`config.mk`:
```
export PLATFORM = sky130hd
export DESIGN_NAME = sync_fifo_flags
export DESIGN_NICKNAME = d
export VERILOG_FILES = /design/src/rtl/afifo_pkg.sv /design/src/rtl/fifo_mem_dp.sv /design/src/rtl/sync_fifo_flags.sv
export SDC_FILE = /design/constraint.sdc
export NUM_CORES = 1
export LEC_CHECK = 0
export ABC_AREA = 1
export CAP_MARGIN = 20
export CORE_ASPECT_RATIO = 1.4
export CORE_UTILIZATION = 49
export DETAILED_ROUTE_END_ITERATION = 16
export HOLD_SLACK_MARGIN = 0.1
export PLACE_DENSITY_LB_ADDON = 0.3
export SYNTH_ARGS = -nofsm -noshare
export SYNTH_HDL_FRONTEND = slang
export SYNTH_SLANG_ARGS = --single-unit
```
`constraint.sdc`:
```
create_clock -name clk -period 2.15 [get_ports clk]
set_input_delay 0.43 -clock clk [delete_from_list [all_inputs] [get_ports clk]]
set_output_delay 0.43 -clock clk [all_outputs]
set_load 0.02 [all_outputs]
```
`src/rtl/afifo_pkg.sv`:
```
// Shared FIFO package: default widths, the default data word type and the
// count-width helper used by the FIFO family.
package afifo_pkg;

  localparam int DATA_W_DEF = 8;
  localparam int DEPTH_DEF  = 16;

  // Occupancy needs one extra bit so that a completely full FIFO is representable.
  localparam int CNT_W_DEF  = $clog2(DEPTH_DEF) + 1;

  typedef logic [DATA_W_DEF-1:0] data_t;

  function automatic int cnt_w(input int depth);
    return $clog2(depth) + 1;
  endfunction

endpackage

```
`src/rtl/fifo_mem_dp.sv`:
```
// DEPTH x DATA_W register array: synchronous write port, asynchronous read port.
module fifo_mem_dp #(
  parameter int DATA_W = 8,
  parameter int DEPTH  = 16
) (
  input  logic                     clk,
  input  logic                     wr_en,
  input  logic [$clog2(DEPTH)-1:0] wr_addr,
  input  logic [DATA_W-1:0]        wr_data,
  input  logic [$clog2(DEPTH)-1:0] rd_addr,
  output logic [DATA_W-1:0]        rd_data
);

  logic [DATA_W-1:0] mem [DEPTH];

  // Contents are never reset; a flushed or reset FIFO never reads stale entries.
  always_ff @(posedge clk) begin
    if (wr_en) begin
      mem[wr_addr] <= wr_data;
    end
  end

  assign rd_data = mem[rd_addr];

endmodule

```
`src/rtl/sync_fifo_flags.sv`:
```
// Single-clock FIFO with occupancy count, almost-full/empty thresholds,
// sticky overflow/underflow flags, synchronous flush and optional FWFT reads.
module sync_fifo_flags
  import afifo_pkg::*;
#(
  parameter int DATA_W    = DATA_W_DEF,
  parameter int DEPTH     = DEPTH_DEF,
  parameter int AFULL_TH  = DEPTH - 2,
  parameter int AEMPTY_TH = 2,
  parameter bit FWFT      = 1'b0
) (
  input  logic                     clk,
  input  logic                     rst,
  input  logic                     clr,
  input  logic                     wr_en,
  input  logic [DATA_W-1:0]        data_in,
  input  logic                     rd_en,
  output logic [DATA_W-1:0]        data_out,
  output logic                     full,
  output logic                     empty,
  output logic                     almost_full,
  output logic                     almost_empty,
  output logic [$clog2(DEPTH):0]   count,
  output logic                     overflow,
  output logic                     underflow
);

  localparam int AW = $clog2(DEPTH);
  localparam int CW = cnt_w(DEPTH);

  logic [AW-1:0]     wr_ptr;
  logic [AW-1:0]     rd_ptr;
  logic [CW-1:0]     count_q;
  logic              overflow_q;
  logic              underflow_q;
  logic [DATA_W-1:0] mem_rdata;
  logic              rd_ok;
  logic              wr_ok;

  assign empty        = (count_q == CW'(0));
  assign full         = (count_q == CW'(DEPTH));
  assign almost_full  = (count_q >= CW'(AFULL_TH));
  assign almost_empty = (count_q <= CW'(AEMPTY_TH));
  assign count        = count_q;
  assign overflow     = overflow_q;
  assign underflow    = underflow_q;

  // A full FIFO still takes a write when a read in the same cycle frees a slot.
  assign rd_ok = rd_en & ~empty;
  assign wr_ok = wr_en & (~full | rd_ok);

  fifo_mem_dp #(
    .DATA_W (DATA_W),
    .DEPTH  (DEPTH)
  ) u_mem (
    .clk     (clk),
    .wr_en   (wr_ok & ~clr),
    .wr_addr (wr_ptr),
    .wr_data (data_in),
    .rd_addr (rd_ptr),
    .rd_data (mem_rdata)
  );

  always_ff @(posedge clk or negedge rst) begin
    if (!rst) begin
      wr_ptr      <= '0;
      rd_ptr      <= '0;
      count_q     <= '0;
      overflow_q  <= 1'b0;
      underflow_q <= 1'b0;
    end else if (clr) begin
      wr_ptr      <= '0;
      rd_ptr      <= '0;
      count_q     <= '0;
      overflow_q  <= 1'b0;
      underflow_q <= 1'b0;
    end else begin
      if (wr_ok) begin
        wr_ptr <= wr_ptr + AW'(1);
      end
      if (rd_ok) begin
        rd_ptr <= rd_ptr + AW'(1);
      end
      if (wr_ok && !rd_ok) begin
        count_q <= count_q + CW'(1);
      end else if (rd_ok && !wr_ok) begin
        count_q <= count_q - CW'(1);
      end
      if (wr_en && !wr_ok) begin
        overflow_q <= 1'b1;
      end
      if (rd_en && empty) begin
        underflow_q <= 1'b1;
      end
    end
  end

  generate
    if (FWFT) begin : g_fwft
      // Head word is shown directly; forced to zero while empty so reset looks clean.
      assign data_out = empty ? '0 : mem_rdata;
    end else begin : g_std
      logic [DATA_W-1:0] data_q;

      always_ff @(posedge clk or negedge rst) begin
        if (!rst) begin
          data_q <= '0;
        end else if (clr) begin
          data_q <= '0;
        end else if (rd_ok) begin
          data_q <= mem_rdata;
        end
      end

      assign data_out = data_q;
    end
  endgenerate

endmodule

```
==> Word-level counts from Yosys, hierarchy flattened <==
Memories as Yosys holds them, arrays and structs flattened.
Index checks and enable logic that the tools add are counted.
{ "totals": {"ff_bits": 23, "ram_bits": 128, "out_inout_bits": 19, "memories": 1} }
{ "memory_table": {"columns": ["name", "depth", "word_bits", "rd", "rd_clocked_by_memory_dff", "write_ports", "line_no", "source"], "rows": [
  ["u_mem.mem", 16, 8, 1, 0, 1, "fifo_mem_dp.sv:14", "logic [DATA_W-1:0] mem [DEPTH];"]
]} }
{ "classes": {"add_sub_neg": 4, "order_cmp": 2, "eq_ne": 1, "n_mux": 15, "n_bitwise": 7, "n_reduce_logical": 12} }
{ "op_table": {"columns": ["op", "count"], "rows": [
  ["two-way mux 4 bit", 4],
  ["two-way mux 8 bit", 2],
  ["two-way mux 5 bit", 3],
  ["adder 4 x 1 -> 4 bit (second input constant)", 2],
  ["nonzero test 2 bit", 4],
  ["two-way mux 1 bit", 6],
  ["adder 5 x 1 -> 5 bit (second input constant)", 1],
  ["== test 5 bit (second input constant)", 1],
  [">= comparator 5 x 4 -> 1 bit (second input constant)", 1],
  ["<= comparator 5 x 2 -> 1 bit (second input constant)", 1],
  ["logical NOT 5 bit", 1],
  ["subtractor 5 x 1 -> 5 bit (second input constant)", 1],
  ["logical AND 1 bit", 4],
  ["AND 1 bit", 3],
  ["inverter 1 bit", 3],
  ["nonzero test 3 bit", 1],
  ["logical NOT 1 bit", 2],
  ["bitwise OR 1 bit", 1]
]} }

==> Logic depth before layout (Yosys ltp) <==
Gate-level depths: netlist (run 1).
{ "logic_depth": {"depth_word": 10, "mapped_depth": 14} }

==> Modules after synthesis <==
A second synthesis (run 1) with hierarchy kept.
{ "unflattened": {"hier_cells": 691, "hier_area_um2": 6851.6} }
{ "by_module_without_submodules": {"columns": ["mod", "n_inst", "cells_per_inst", "area_per_inst_um2", "seq_area_each_um2"], "rows": [
  ["fifo_mem_dp", 1, 543, 5606.6, 3843.7],
  ["sync_fifo_flags", 1, 148, 1244.9, 575.6]
]} }

==> Worst setup path after synthesis (run 1) <==
OpenSTA, ideal clock, no wires.
{ "synth_timing": {"kind": "register -> output", "startpoint": "reg count_q[0], in the netlist count[0]", "endpoint": "out almost_empty", "t_arrival_ps": 1698, "required_ps": 1720, "path_slack_ps": 22, "stages_incl_launch_ff": 2, "path_buffers": 0, "cell_sequence": "dfrtp_1 > a2111oi_0"} }
{ "synth_between": {"elab_chain_cells": 1} }
{ "synth_rtl": {"columns": ["element", "line_no", "source"], "rows": [
  ["start, declared", "sync_fifo_flags.sv:33", "logic [CW-1:0] count_q;"],
  ["start signal, assigned", "sync_fifo_flags.sv:85", "count_q <= count_q + CW'(1);"],
  ["start signal, assigned", "sync_fifo_flags.sv:87", "count_q <= count_q - CW'(1);"],
  ["<= comparator 5 x 2 -> 1 bit", "sync_fifo_flags.sv:43", "assign almost_empty = (count_q <= CW'(AEMPTY_TH));"],
  ["end, declared", "sync_fifo_flags.sv:22", "output logic almost_empty,"]
]} }
Every way passes these cells.

==> Final worst setup path (run 1) <==
{ "layout_timing": {"startpoint": "reg count_q[2], in the netlist count[2]", "endpoint": "out almost_full"} }
{ "layout_between": {"elab_chain_cells": 1} }
{ "layout_rtl": {"columns": ["element", "line_no", "source"], "rows": [
  [">= comparator 5 x 4 -> 1 bit", "sync_fifo_flags.sv:42", "assign almost_full = (count_q >= CW'(AFULL_TH));"],
  ["end, declared", "sync_fifo_flags.sv:21", "output logic almost_full,"]
]} }
Every way passes these cells.

==> results of run 1 <==
-- per-stage QoR --
step                utilization  instances  cell area [µm²]  hold slack, ns
finish                    0.603        933             8110           0.362
global route              0.603        933             8110           0.397
global placement          0.556        901             7480           0.464
detailed placement        0.556        901             7480           0.469
CTS                       0.603        933             8100           0.374
floorplan                     -        677             6790           0.134
-- flip-flops by register name (all words and copies together) (netlist names) --
register and cells:
data_out 8, underflow 1, overflow 1, u_mem.mem 128, wr_ptr 4, rd_ptr 4
count 5
-- cell families (layout without fill, tap and decap cells) --
logic type      after synthesis  in the layout  share of synthesized area
fa+ha+maj                    10             10                     0.0195
simple gates                385            385                      0.242
xor+xnor                      4              4                    0.00516
flops                       151            151                      0.651
compound gates               13             13                     0.0118
buf+inv                     114            188                     0.0713
-- worst min-delay path by stage --
stage	from	end
CTS	rst	count[1]$_DFFE_PN0P_
global placement	data_out[6]$_DFFE_PN0P_	data_out[6]$_DFFE_PN0P_
detailed placement	data_out[2]$_DFFE_PN0P_	data_out[2]$_DFFE_PN0P_
floorplan	rst	count[0]$_DFFE_PN0P_
finish	rst	count[1]$_DFFE_PN0P_
global route	rst	wr_ptr[0]$_DFFE_PN0P_
-- per-layer routing --
layer,up-vias,share of wire
li1,2330,-
met1,2331,0.38
met2,197,0.52
met3,41,0.060
met4,0,0.042
met5,-,0
-- cell type report --
class                      count  area share
sequential                   151       0.545
multi-input combinational    412       0.233
timing repair buffer          68      0.0751
clock buffer                  17      0.0524
inverter                      88      0.0407
tap                          182      0.0281
clock inverter                15      0.0248
-- power groups by stage --
stage / clock (mW) / sequential [mW] / combinational (mW)
2_1_floorplan: 0 / 3.59 / 1.56
3_3_place_gp: 0 / 3.50 / 2.44
3_5_place_dp: 0 / 3.51 / 2.50
4_1_cts: 3.15 / 3.45 / 2.49
5_1_grt: 3.26 / 3.48 / 2.76
6_report: 3.13 / 3.46 / 2.49
-- placed cells by master (no fill, tap or decap), drive strengths merged --
cell type / instances
clkdlybuf4s50: 28
clkinv: 7
ha: 9
dfrtp: 23
nor2: 18
o21ai: 8
fa: 1
inv: 87
nor3: 13
xor2: 3
nand3: 100
dlygate4sd2: 3
clkinvlp: 5
edfxtp: 128
nand4: 1
bufinv: 4
xnor2: 1
buf: 37
a2111oi: 1
a21oi: 4
clkbuf: 17
nand2: 253
-- worst max-delay path, cell delays in order (launching register included) --
cell	delay (ns)
dfrtp_2	0.45
nand3_1	0.10
nand2_1	0.07
clkdlybuf4s50_1	0.60
-- what timing repair did --
action | CTS | global route
pin swaps | 0 | 0
endpoints found under the setup margin | 3 | 2
resized for setup | 3 | 4
==> flow_metrics.env, run 1 <==
export IMPL_yosys_top_cells_area="edfxtp_1 (57%), nand2_1 (14%), dfrtp_1 (8.5%)"
export IMPL_critPathMaxFanout=7
export IMPL_grtUsageTotal=0.237
export IMPL_io_buffers=31
export IMPL_reg2reg_depth=13
export IMPL_grt_pass1_vias=4956
export IMPL_multi_input_area_mm2=0.00189
export IMPL_yosys_warnings=0
export IMPL_die_w_um=102
export IMPL_combPwrFrac=0.274
export IMPL_startpoint_type="flop"
export IMPL_cts_inserted_buffers=17
export IMPL_reg2reg_from="count[2]$_DFFE_PN0P_"
export IMPL_drt_pass1_iter_count=5
export IMPL_cts_buffer_depth=2
export IMPL_worstMarginPinSlew_ns=0.746
export IMPL_yosysTopAreaCell="edfxtp_1"
export IMPL_report_final_slew_viol_count=0
export IMPL_grt_remaining_overflow=0
export IMPL_initial_utilization=0.505
export IMPL_drc_errors=0
export IMPL_dp_slack_ns=-0.276
export IMPL_rsz0062_at_grt="false"
export IMPL_grt_pass1_wl_um=24800
export IMPL_p_sw_frac=0.321
export IMPL_setup_violations=0
export IMPL_cts_max_level=4
export IMPL_leakage_nw=3.51
export IMPL_layout_drive_gt1_share=0.115
export IMPL_core_mm2=0.0135
export IMPL_cp_end_kind="output port"
export IMPL_yosysMostFrequentCell="nand2_1"
export IMPL_synth_cell_types=30
export IMPL_antenna_found_initial=0
export IMPL_fill_cells=1102
export IMPL_synth_edf_count=128
export IMPL_grt_max_degree=67
export IMPL_grt_met2_usage=0.412
export IMPL_n_antenna_cell=0
export IMPL_cts_hold_buf=0
export IMPL_critPathCapture="almost_full"
export IMPL_power_switching_mw=2.91
export IMPL_worst_slack_ns=0.0729
export IMPL_synthesis_area_mm2=0.00679
export IMPL_dp_hpwl_um=10100
export IMPL_drt_iter0_drc=397
export IMPL_status="completed"
export IMPL_routed_via_count=4899
export IMPL_peakVddDrop_mv=0.628
export IMPL_fmaxAchievable_mhz=481
export IMPL_powerDensity_mw_per_mm2=1120
export IMPL_ys_top_cells_by_count="nand2_1 (250), edfxtp_1 (128), nand3_1 (97)"
export IMPL_layout_nets=761
export IMPL_r2r_slack_ns=0.18
export IMPL_die_area_mm2=0.0143
export IMPL_met3_usage=0.0493
export IMPL_hold_path_class="primary input to async pin"
export IMPL_syn_instance_count=677
export IMPL_syn_num_nets=700
export IMPL_ant_nets=0
export IMPL_skew_ns=0.0119
export IMPL_path_clk_slew_ns=0.06
export IMPL_die_h_um=141
export IMPL_p_clk_frac=0.345
export IMPL_power_internal_mw=6.16
export IMPL_drv_cap=0
export IMPL_worst_ep_required_time_ns=1.72
export IMPL_cts_root_buf="clkbuf_16"
export IMPL_period_share=0.966
export IMPL_seq_power_share=0.381
export IMPL_num_rows=50
export IMPL_tritoncts="built"
export IMPL_yosysTopAreaCellShare=0.566
export IMPL_ys_ff_latch=151
export IMPL_top_usage_layer="met2"
export IMPL_synthFlopType="edfxtp_1"
export IMPL_timing_slew_headroom=0.501
export IMPL_worst_ep_arrival_time_ns=1.65
export IMPL_r2r_end="count[4]$_DFFE_PN0P_"
export IMPL_fin_crit_ns=2.08
export IMPL_async_reset_ff_frac=0.152
export IMPL_clock_sinks=151
export IMPL_area_growth_pct=19.4
export IMPL_fin_tns_setup_ns=0
export IMPL_grt_use_met1=0.269
export IMPL_syn_area_per_cell_um2=10.0
export IMPL_cp_startpoint="count[2]$_DFFE_PN0P_"
export IMPL_wire_per_inst_um=16.5
export IMPL_finalPower_mw=9.07
export IMPL_wirelength_um=15400
export IMPL_register_area_mm2=0.00442
export IMPL_post_cts_repair_setup_buffers=0
export IMPL_routabilityCongestion=0.886
export IMPL_pin_count=32
export IMPL_insertion_delay_ns=0.43
export IMPL_via_per_inst=5.25
export IMPL_hold_viol=0
export IMPL_ys_seq_area_frac=0.651
export IMPL_path_class="flop to output port"
No activity file was read; power rests on OpenSTA's default activity.
==> run 2, diff against run 1 <==
Settings changed: GPL_ROUTABILITY_DRIVEN set to 0.
==> results of run 2 <==
The final DEF is identical to that of run 1; final timing and power are the same.
